### src/rtl/truth_table_scanner_pkg.sv
// tt_pkg: shared states and exercise truth tables for the scanner
package tt_pkg;
  typedef enum logic [1:0] {IDLE, APPLY, CAPTURE, DONE} state_t;
  localparam int N_IN_DEF = 3;
  localparam int ROWS = 2**N_IN_DEF;
  localparam logic [ROWS-1:0] TT_FXYZ_D = 8'h8A;
  localparam logic [ROWS-1:0] TT_ALL1 = 8'hFF;
  localparam logic [ROWS-1:0] TT_ALL0 = 8'h00;
endpackage

### src/rtl/truth_table_scanner_if.sv
// truth_table_scanner_if: stimulus/response bundle between scanner and function under test
interface truth_table_scanner_if #(parameter int N_IN = 3);
  logic start;
  logic [N_IN-1:0] stim;
  logic s_in;
  logic busy;
  logic done;
  logic [2**N_IN-1:0] table_out;
  logic match;
  logic [N_IN:0] err_count;
  logic [N_IN-1:0] first_err;
  modport master(output start, s_in, input stim, busy, done, table_out, match, err_count, first_err);
  modport slave(input start, s_in, output stim, busy, done, table_out, match, err_count, first_err);
endinterface

### src/rtl/truth_table_scanner_row_counter.sv
// tt_row_counter: row index and per-row settle counters for the scan
module tt_row_counter #(
  parameter int N_IN = 3,
  parameter int SETTLE = 1
) (
  input  logic clk,
  input  logic reset,
  input  logic i_clr,
  input  logic i_settle_inc,
  input  logic i_row_inc,
  output logic [N_IN-1:0] o_idx,
  output logic o_row_last,
  output logic o_settle_last
);
  localparam logic [N_IN:0] ROW_ONE = 1;
  localparam logic [N_IN:0] ROW_LAST = (N_IN+1)'(2**N_IN-1);
  logic [N_IN:0] r_row;
  logic [3:0] r_settle;
  // Advancing a row restarts its settle window; clear restarts the whole sweep
  always_ff @(posedge clk) begin
    if (reset || i_clr) begin
      r_row <= '0;
      r_settle <= '0;
    end else if (i_row_inc) begin
      r_row <= r_row + ROW_ONE;
      r_settle <= '0;
    end else if (i_settle_inc) begin
      r_settle <= r_settle + 4'd1;
    end
  end
  assign o_idx = r_row[N_IN-1:0];
  assign o_row_last = r_row == ROW_LAST;
  assign o_settle_last = r_settle == 4'(SETTLE-1);
endmodule

### src/rtl/truth_table_scanner.sv
// truth_table_scanner: sweeps all input rows of a function and checks it against a table
module truth_table_scanner import tt_pkg::*; #(
  parameter int N_IN = 3,
  parameter int SETTLE = 1,
  parameter logic [2**N_IN-1:0] EXPECTED = TT_FXYZ_D
) (
  input logic clk,
  input logic reset,
  truth_table_scanner_if.slave bus
);
  localparam logic [N_IN:0] ERR_ONE = 1;
  state_t r_state, w_next;
  logic w_clr, w_settle_inc, w_row_inc, w_row_last, w_settle_last, w_miss;
  logic [N_IN-1:0] w_idx;
  logic [2**N_IN-1:0] r_table;
  logic [N_IN:0] r_err;
  logic [N_IN-1:0] r_first;
  tt_row_counter #(.N_IN(N_IN), .SETTLE(SETTLE)) u_cnt (
    .clk(clk),
    .reset(reset),
    .i_clr(w_clr),
    .i_settle_inc(w_settle_inc),
    .i_row_inc(w_row_inc),
    .o_idx(w_idx),
    .o_row_last(w_row_last),
    .o_settle_last(w_settle_last)
  );
  // State register; reset aborts any scan in flight
  always_ff @(posedge clk) begin
    if (reset) r_state <= IDLE;
    else r_state <= w_next;
  end
  // Next state and counter controls; start is only honoured when not busy
  always_comb begin
    w_next = r_state;
    w_clr = 1'b0;
    w_settle_inc = 1'b0;
    w_row_inc = 1'b0;
    case (r_state)
      IDLE, DONE: if (bus.start) begin
        w_next = APPLY;
        w_clr = 1'b1;
      end
      APPLY: begin
        w_settle_inc = 1'b1;
        w_next = w_settle_last ? CAPTURE : APPLY;
      end
      CAPTURE: begin
        w_row_inc = !w_row_last;
        w_next = w_row_last ? DONE : APPLY;
      end
      default: w_next = IDLE;
    endcase
  end
  assign w_miss = bus.s_in != EXPECTED[w_idx];
  // Capture the settled response and tally mismatches, remembering the first one
  always_ff @(posedge clk) begin
    if (reset || w_clr) begin
      r_table <= '0;
      r_err <= '0;
      r_first <= '0;
    end else if (r_state == CAPTURE) begin
      r_table[w_idx] <= bus.s_in;
      if (w_miss) r_err <= r_err + ERR_ONE;
      if (w_miss && r_err == '0) r_first <= w_idx;
    end
  end
  assign bus.busy = r_state == APPLY || r_state == CAPTURE;
  assign bus.done = r_state == DONE;
  assign bus.stim = bus.busy ? w_idx : '0;
  assign bus.table_out = r_table;
  assign bus.err_count = r_err;
  assign bus.first_err = r_first;
  assign bus.match = bus.done && r_err == '0;
endmodule

### src/flat_wrapper.sv
// flat-port wrapper written by rule: the top's interface ports become plain ports
module truth_table_scanner_flat import tt_pkg::*;
#(
  parameter int N_IN = 3,
  parameter int SETTLE = 1,
  parameter logic [2**N_IN-1:0] EXPECTED = TT_FXYZ_D
)
  (clk, reset, bus_start, bus_s_in, bus_stim, bus_busy, bus_done, bus_table_out, bus_match, bus_err_count, bus_first_err);
  truth_table_scanner_if #(.N_IN(N_IN)) bus_i ();
  input logic clk;
  input logic reset;
  input wire logic [$bits(bus_i.start)-1:0] bus_start;
  input wire logic [$bits(bus_i.s_in)-1:0] bus_s_in;
  output wire logic [$bits(bus_i.stim)-1:0] bus_stim;
  output wire logic [$bits(bus_i.busy)-1:0] bus_busy;
  output wire logic [$bits(bus_i.done)-1:0] bus_done;
  output wire logic [$bits(bus_i.table_out)-1:0] bus_table_out;
  output wire logic [$bits(bus_i.match)-1:0] bus_match;
  output wire logic [$bits(bus_i.err_count)-1:0] bus_err_count;
  output wire logic [$bits(bus_i.first_err)-1:0] bus_first_err;
  assign bus_i.start = bus_start;
  assign bus_i.s_in = bus_s_in;
  assign bus_stim = bus_i.stim;
  assign bus_busy = bus_i.busy;
  assign bus_done = bus_i.done;
  assign bus_table_out = bus_i.table_out;
  assign bus_match = bus_i.match;
  assign bus_err_count = bus_i.err_count;
  assign bus_first_err = bus_i.first_err;
  truth_table_scanner #(.N_IN(N_IN), .SETTLE(SETTLE), .EXPECTED(EXPECTED)) u_core (.clk(clk), .reset(reset), .bus(bus_i));
endmodule
### config.mk
export PLATFORM = sky130hd
export DESIGN_NAME = truth_table_scanner_flat
export DESIGN_NICKNAME = d
export VERILOG_FILES = /design/src/rtl/truth_table_scanner_pkg.sv /design/src/rtl/truth_table_scanner_if.sv /design/src/rtl/truth_table_scanner_row_counter.sv /design/src/rtl/truth_table_scanner.sv /design/src/flat_wrapper.sv
export SDC_FILE = /design/constraint.sdc
export NUM_CORES = 1
export LEC_CHECK = 0
export BUFFER_PORTS_ARGS = -buffer_cell sky130_fd_sc_hd__buf_2
export CAP_MARGIN = 5
export CORE_UTILIZATION = 44
export CTS_BUF_LIST = sky130_fd_sc_hd__clkbuf_16
export CTS_CLUSTER_SIZE = 12
export DETAILED_ROUTE_END_ITERATION = 12
export PLACE_DENSITY = 0.66
export SLEW_MARGIN = 20
export SYNTH_ARGS = -nofsm -noshare
export SYNTH_HDL_FRONTEND = slang
export SYNTH_HIERARCHICAL = 1
export SYNTH_SLANG_ARGS = --single-unit
### constraint.sdc
create_clock -name clk -period 3.4 [get_ports clk]
set_input_delay 0.51 -clock clk [delete_from_list [all_inputs] [get_ports clk]]
set_output_delay 0.51 -clock clk [all_outputs]
set_load 0.01 [all_outputs]
-- After elaboration in Yosys (flattened, before gate mapping)
Memories as Yosys holds them, arrays and structs flattened. A register that Yosys moved wholly into a read port is not among the register bits.
Cells that the tools add are included.
- memories: 1
- register bits after elaboration: 25
- bits of input ports: 4
- bits in read-only memories: 8
- word-level logic and storage cells: 46
- $add $sub $neg: 3
- reductions and logical operators: 13
- multiplexer cells: 15
- equality and inequality tests: 6
- order comparisons: 2
- memory list (name ; words ; width ; read ports ; clocked after Yosys merged registers in ; write ports ; line ; source):
    (no name shown) ; 8 ; 1 ; 1 ; 1 ; 0 ; truth_table_scanner.sv:55 ; assign w_miss = bus.s_in != EXPECTED[w_idx];
- operator list (operator ; count):
    4-bit by 1-bit adder with 4-bit output, second input constant ; 3
    3-bit 2-to-1 mux ; 3
    8-bit bitwise mux ; 1
    4-bit zero test ; 2
    1-bit 2-to-1 mux ; 6
    2-bit 2-to-1 mux ; 3
    2-bit case mux with 3 select lines ; 1
    2-bit equality test, second input constant ; 2
    4-bit by 3-bit equality test with 1-bit output, second input constant ; 1
    3-bit by 4-bit less-than comparator with 1-bit output, second input constant ; 1
    2-bit AND reduction ; 2
    2-bit OR reduction ; 2
    1-bit demux with 3-bit select ; 1
    3-bit by 1-bit >= comparator with 1-bit output, second input constant ; 1
    1-bit logical AND ; 3
    2-bit by 1-bit equality test with 1-bit output, second input constant ; 1
    2-bit zero test ; 1
    1-bit logical OR ; 2
    2-bit inequality test, second input constant ; 1
    1-bit zero test ; 1
    1-bit inequality test ; 1

-- Depth between registers and ports, before layout
- depth after elaboration: 5
- mapped depth: 7
- mapped depth without buffers: 6

-- Cells and area by module
Netlist, hierarchy kept.
- modules (own cells, without submodules) (module ; times used ; area an instance (um^2) ; seq. area each (um^2) ; cells an instance):
    truth_table_scanner ; 1 ; 947.2 ; 340.3 ; 108
    tt_row_counter ; 1 ; 435.4 ; 160.2 ; 44

-- Worst setup path before layout
Ideal clock, no wire load.
- path type: register to register
- from: reg u_core.r_state[0]
- to: reg u_core.r_err[3], in the netlist u_core/bus.err_count[3]
- setup slack: 1.701 ns
- data arrival time: 1.631 ns
- cell stages (with the launch flop): 8
- library setup time: 0.069 ns
- required time: 3.331 ns
- clock period less this slack: 1.699 ns
- path through: dfxtp_1 > inv_1 > ha_1 > buf_2 > and2_1 > or2_1 > a2111o_1 > o21ai_1
- longest elaborated chain between the ends: 4
- ends and longest elaborated chain (what ; line ; source):
    start, declared ; truth_table_scanner.sv:12 ; state_t r_state, w_next;
    start signal, assigned ; truth_table_scanner.sv:31 ; else r_state <= w_next;
    2-bit equality test / 2-bit zero test (equally long branches) ; truth_table_scanner.sv:39 ; case (r_state)
    2-bit OR reduction (*) ; truth_table_scanner.sv:39 ;
    1-bit 2-to-1 mux (*) ; truth_table_scanner.sv:39 ;
    net u_core.w_clr ; truth_table_scanner.sv:13 ; logic w_clr, w_settle_inc, w_row_inc, w_row_last, w_settle_last, w_miss;
    1-bit logical OR (*) ; truth_table_scanner.sv:58 ; if (reset || w_clr) begin
    end signal, assigned ; truth_table_scanner.sv:64 ; if (w_miss) r_err <= r_err + ERR_ONE;
    end, declared ; truth_table_scanner.sv:16 ; logic [N_IN:0] r_err;
Mark *: on every way through the listed nets, which the timed path passes. The rest lies on a longest branch.
A chain may end at the register's enable or synchronous reset.

-- Worst setup path after layout
Same ends and word-level chain as after synthesis.

==> results.tsv <==
stage	metric	value	unit
global_routing	initial antenna violation count	0	
synth	top cells by area, synth	dfxtp_1, mux2i_1, ha_1	
synth	multiplexer area fraction after synthesis	11.0	%
routing	Pre-Repair DR Iteration Count	8	
clocking	Root Buffer	clkbuf_16	
synth	xor/xnor share of the synthesized area	1.27	%
global_routing	largest net degree at the start of global routing	15	
synth	synthesized-area fraction occupied by ao, oa, aoi and oai cells	11.4	%
synth	largest family of logic cells by synthesized area	simple AND/OR/NAND/NOR gates	
floorplanning	die width	58.1	microns
worst_setup_path	R2R setup slack	1.37	ns
timing	part of the cycle the worst path needs	59.8	%
clocking	H-tree Lvls	1	
global_routing	vias in the first global route	1008	
worst_setup_path	crit path capture type	register	
synth	Netlist cell types	42	
synth	Synth Area in Adders	7.24	%
timing	Final Setup Violations	0	
clocking	setup bufs post-CTS	0	
clocking	CTS Hold Buffers Added	0	
clocking	Sink Count	25	
synth	Post-Synth Simple-Gate Area	25.2	%
worst_setup_path	worst path required time	3.60	ns
floorplanning	core area	0.00288	sq mm
floorplanning	Total Die Area	0.00337	sq mm
clocking	worst-skew pair later-pin latency	0.26	ns
timing	Worst-Margin Slew	0.580	ns
synth	Top FF cell, synth	dfxtp_1	
routing	DR iter-0 viols	65	
timing	worst rel slew slack	61.3	%
synth	Yosys Warn Count	6	
synth	#FFs+latches synth	25	
routing	ANT nets after route	0	
synth	count leader, synth	dfxtp_1	
worst_setup_path	Worst setup SP type	register	
timing	Hold Violations, Final	0	
job	max cap viols	0	
power_and_ir_drop	peak supply drop	0.251	mV
synth	Post-Syn Area	0.00138	sq mm
finish	share of layout cells above drive strength 1	23.7	%
status	failing checks	design-rule violations	
floorplanning	Starting Density	48.1	%
routing	via-per-instance ratio	5.15	
synth	most frequent cells after synthesis	dfxtp_1, nor2_1, nand2_1, mux2i_1	
clocking	TritonCTS clock tree	built	
placement	placed instance area	0.00148	sq mm
finish	P&R area growth vs syn	12.9	%
worst_hold_path	HP Class	reg2reg	
status	status	finished with violations	
worst_setup_path	Critical Path Fanout Max	11	
synth	cells after synthesis	152	
timing	skew final	0.00161	ns
worst_setup_path	Worst Setup Path Type	reg2reg	
global_routing	Total GRT Usage	17.2	%
global_routing	first-pass GRT wire length	4.41	mm
routing	WL/cell	12.3	microns
placement	cell count after placement	207	
clocking	clock buffer depth	2	
placement	gpl congestion	0.747	
finish	Non-Filler Instances	211	
global_routing	Remaining Overflow, GRT	0	
finish	post-route design area	0.00156	sq mm
timing	Total Neg Setup Slack	0	ns
clocking	clock slew at reported path FFs	0.06	ns
timing	RSZ-0062 raised after global routing	false	
finish	# diodes	0	
timing	minimum clock period	2.03	ns
placement	port buffer count	24	
power_and_ir_drop	P per Cell Area	461	mW/mm^2
power_and_ir_drop	P_leak	0.635	nW
floorplanning	die extent in y	58.1	microns
synth	Seq/Total Area, Yosys	36.2	%
timing	Slew Limit Fails	0	
power_and_ir_drop	Tot Pwr	0.719	mW
clocking	CTS Buf Count	3	
routing	via count	1087	
placement	DP HPWL	1.85	mm
timing	fmax	492	MHz
finish	FILL cells	275	
synth	Syn Nets	164	
floorplanning	row count	19	
synth	Synth top area share	36.2	%
worst_setup_path	CP arrival	2.23	ns
routing	Remaining DRCs	3	
clocking	CTS resizes	0	
synth	Post-synth ARST share	0	%
finish	Final nets	182	
synth	Post-synth EDFFs	0	
routing	Routed WL	2.59	mm
synth	syn avg cell area	9.10	sq um
synth	Yosys top cell by area	dfxtp_1	
floorplanning	boundary pin count	25	
-- sequential cells by signal (all words and copies together), names as in the netlist --
name	flops
u_core/bus.err_count	4
u_core/r_state	2
u_core/u_cnt/r_settle	4
u_core/bus.first_err	3
u_core/u_cnt/r_row	4
u_core/bus.table_out	8
-- cells in the final DEF, fill, tap and decap left out, drive strengths merged, types with 4 or more instances in the layout --
cell   count
mux2i     13
inv        8
ha         8
buf       24
nor3b      4
dfxtp     25
a21oi      6
nor2b      4
nand2     14
nor2      18
-- critical path, cell delays in order (launching register included) --
cell and delay [ns]:
dfxtp_1 0.38, inv_1 0.06, ha_1 0.39, and2_1 0.27, or2_1 0.40, a2111o_1 0.39, o21ai_1 0.07
-- final timing paths --
path                           startpoint                 endpoint  cells past startpoint
setup / recovery        u_core/r_state[0]  u_core/bus.err_count[3]                      6
hold / removal    u_core/bus.first_err[0]  u_core/bus.first_err[0]                      2
setup reg to reg        u_core/r_state[0]  u_core/bus.err_count[3]                      6
hold reg to reg   u_core/bus.first_err[0]  u_core/bus.first_err[0]                      2
-- cells by family (layout without fill, tap and decap cells) --
| logic type | Yosys count | in the layout |
|---|---|---|
| flip-flops | 25 | 25 |
| AO/OA/AOI/OAI | 20 | 20 |
| multiplexers | 15 | 15 |
| XOR/XNOR | 2 | 2 |
| AND/OR/NAND/NOR | 63 | 63 |
| buffers and inverters | 19 | 36 |
| adder cells (fa/ha/maj) | 8 | 8 |
-- stage by stage --
| step | util, % | hold slack (ns) | setup WS [ns] |
|---|---|---|---|
| floorplan | - | 0.479 | 1.70 |
| global placement | 51.5 | 0.442 | 1.48 |
| detailed placement | 51.5 | 0.457 | 1.38 |
| CTS | 54.2 | 0.465 | 1.36 |
| global route | 54.2 | 0.476 | 1.25 |
| finish | 54.2 | 0.460 | 1.37 |
-- power by group --
| group | internal (mW) | switching (mW) |
|---|---|---|
| logic | 0.0550 | 0.0851 |
| clock network | 0.159 | 0.103 |
| registers | 0.304 | 0.0136 |
-- final cells by class --
class                      count  area, sq um  area share (%)
multi-input combinational    108          777            49.8
timing repair buffer          24          120            7.70
clock inverter                 1         5.00           0.321
clock buffer                   3         75.1            4.81
inverter                       8         30.0            1.92
sequential                    25          500            32.1
tap                           42         52.6            3.37
-- per-layer routing --
metal,vias up,track usage [%],wire length [microns]
met2,24,29.4,1230
met1,510,20.7,1200
met4,0,8.16,50
met3,5,3.35,103
met5,-,0,0
li1,548,-,-
Power figures use the tool's default switching activity.
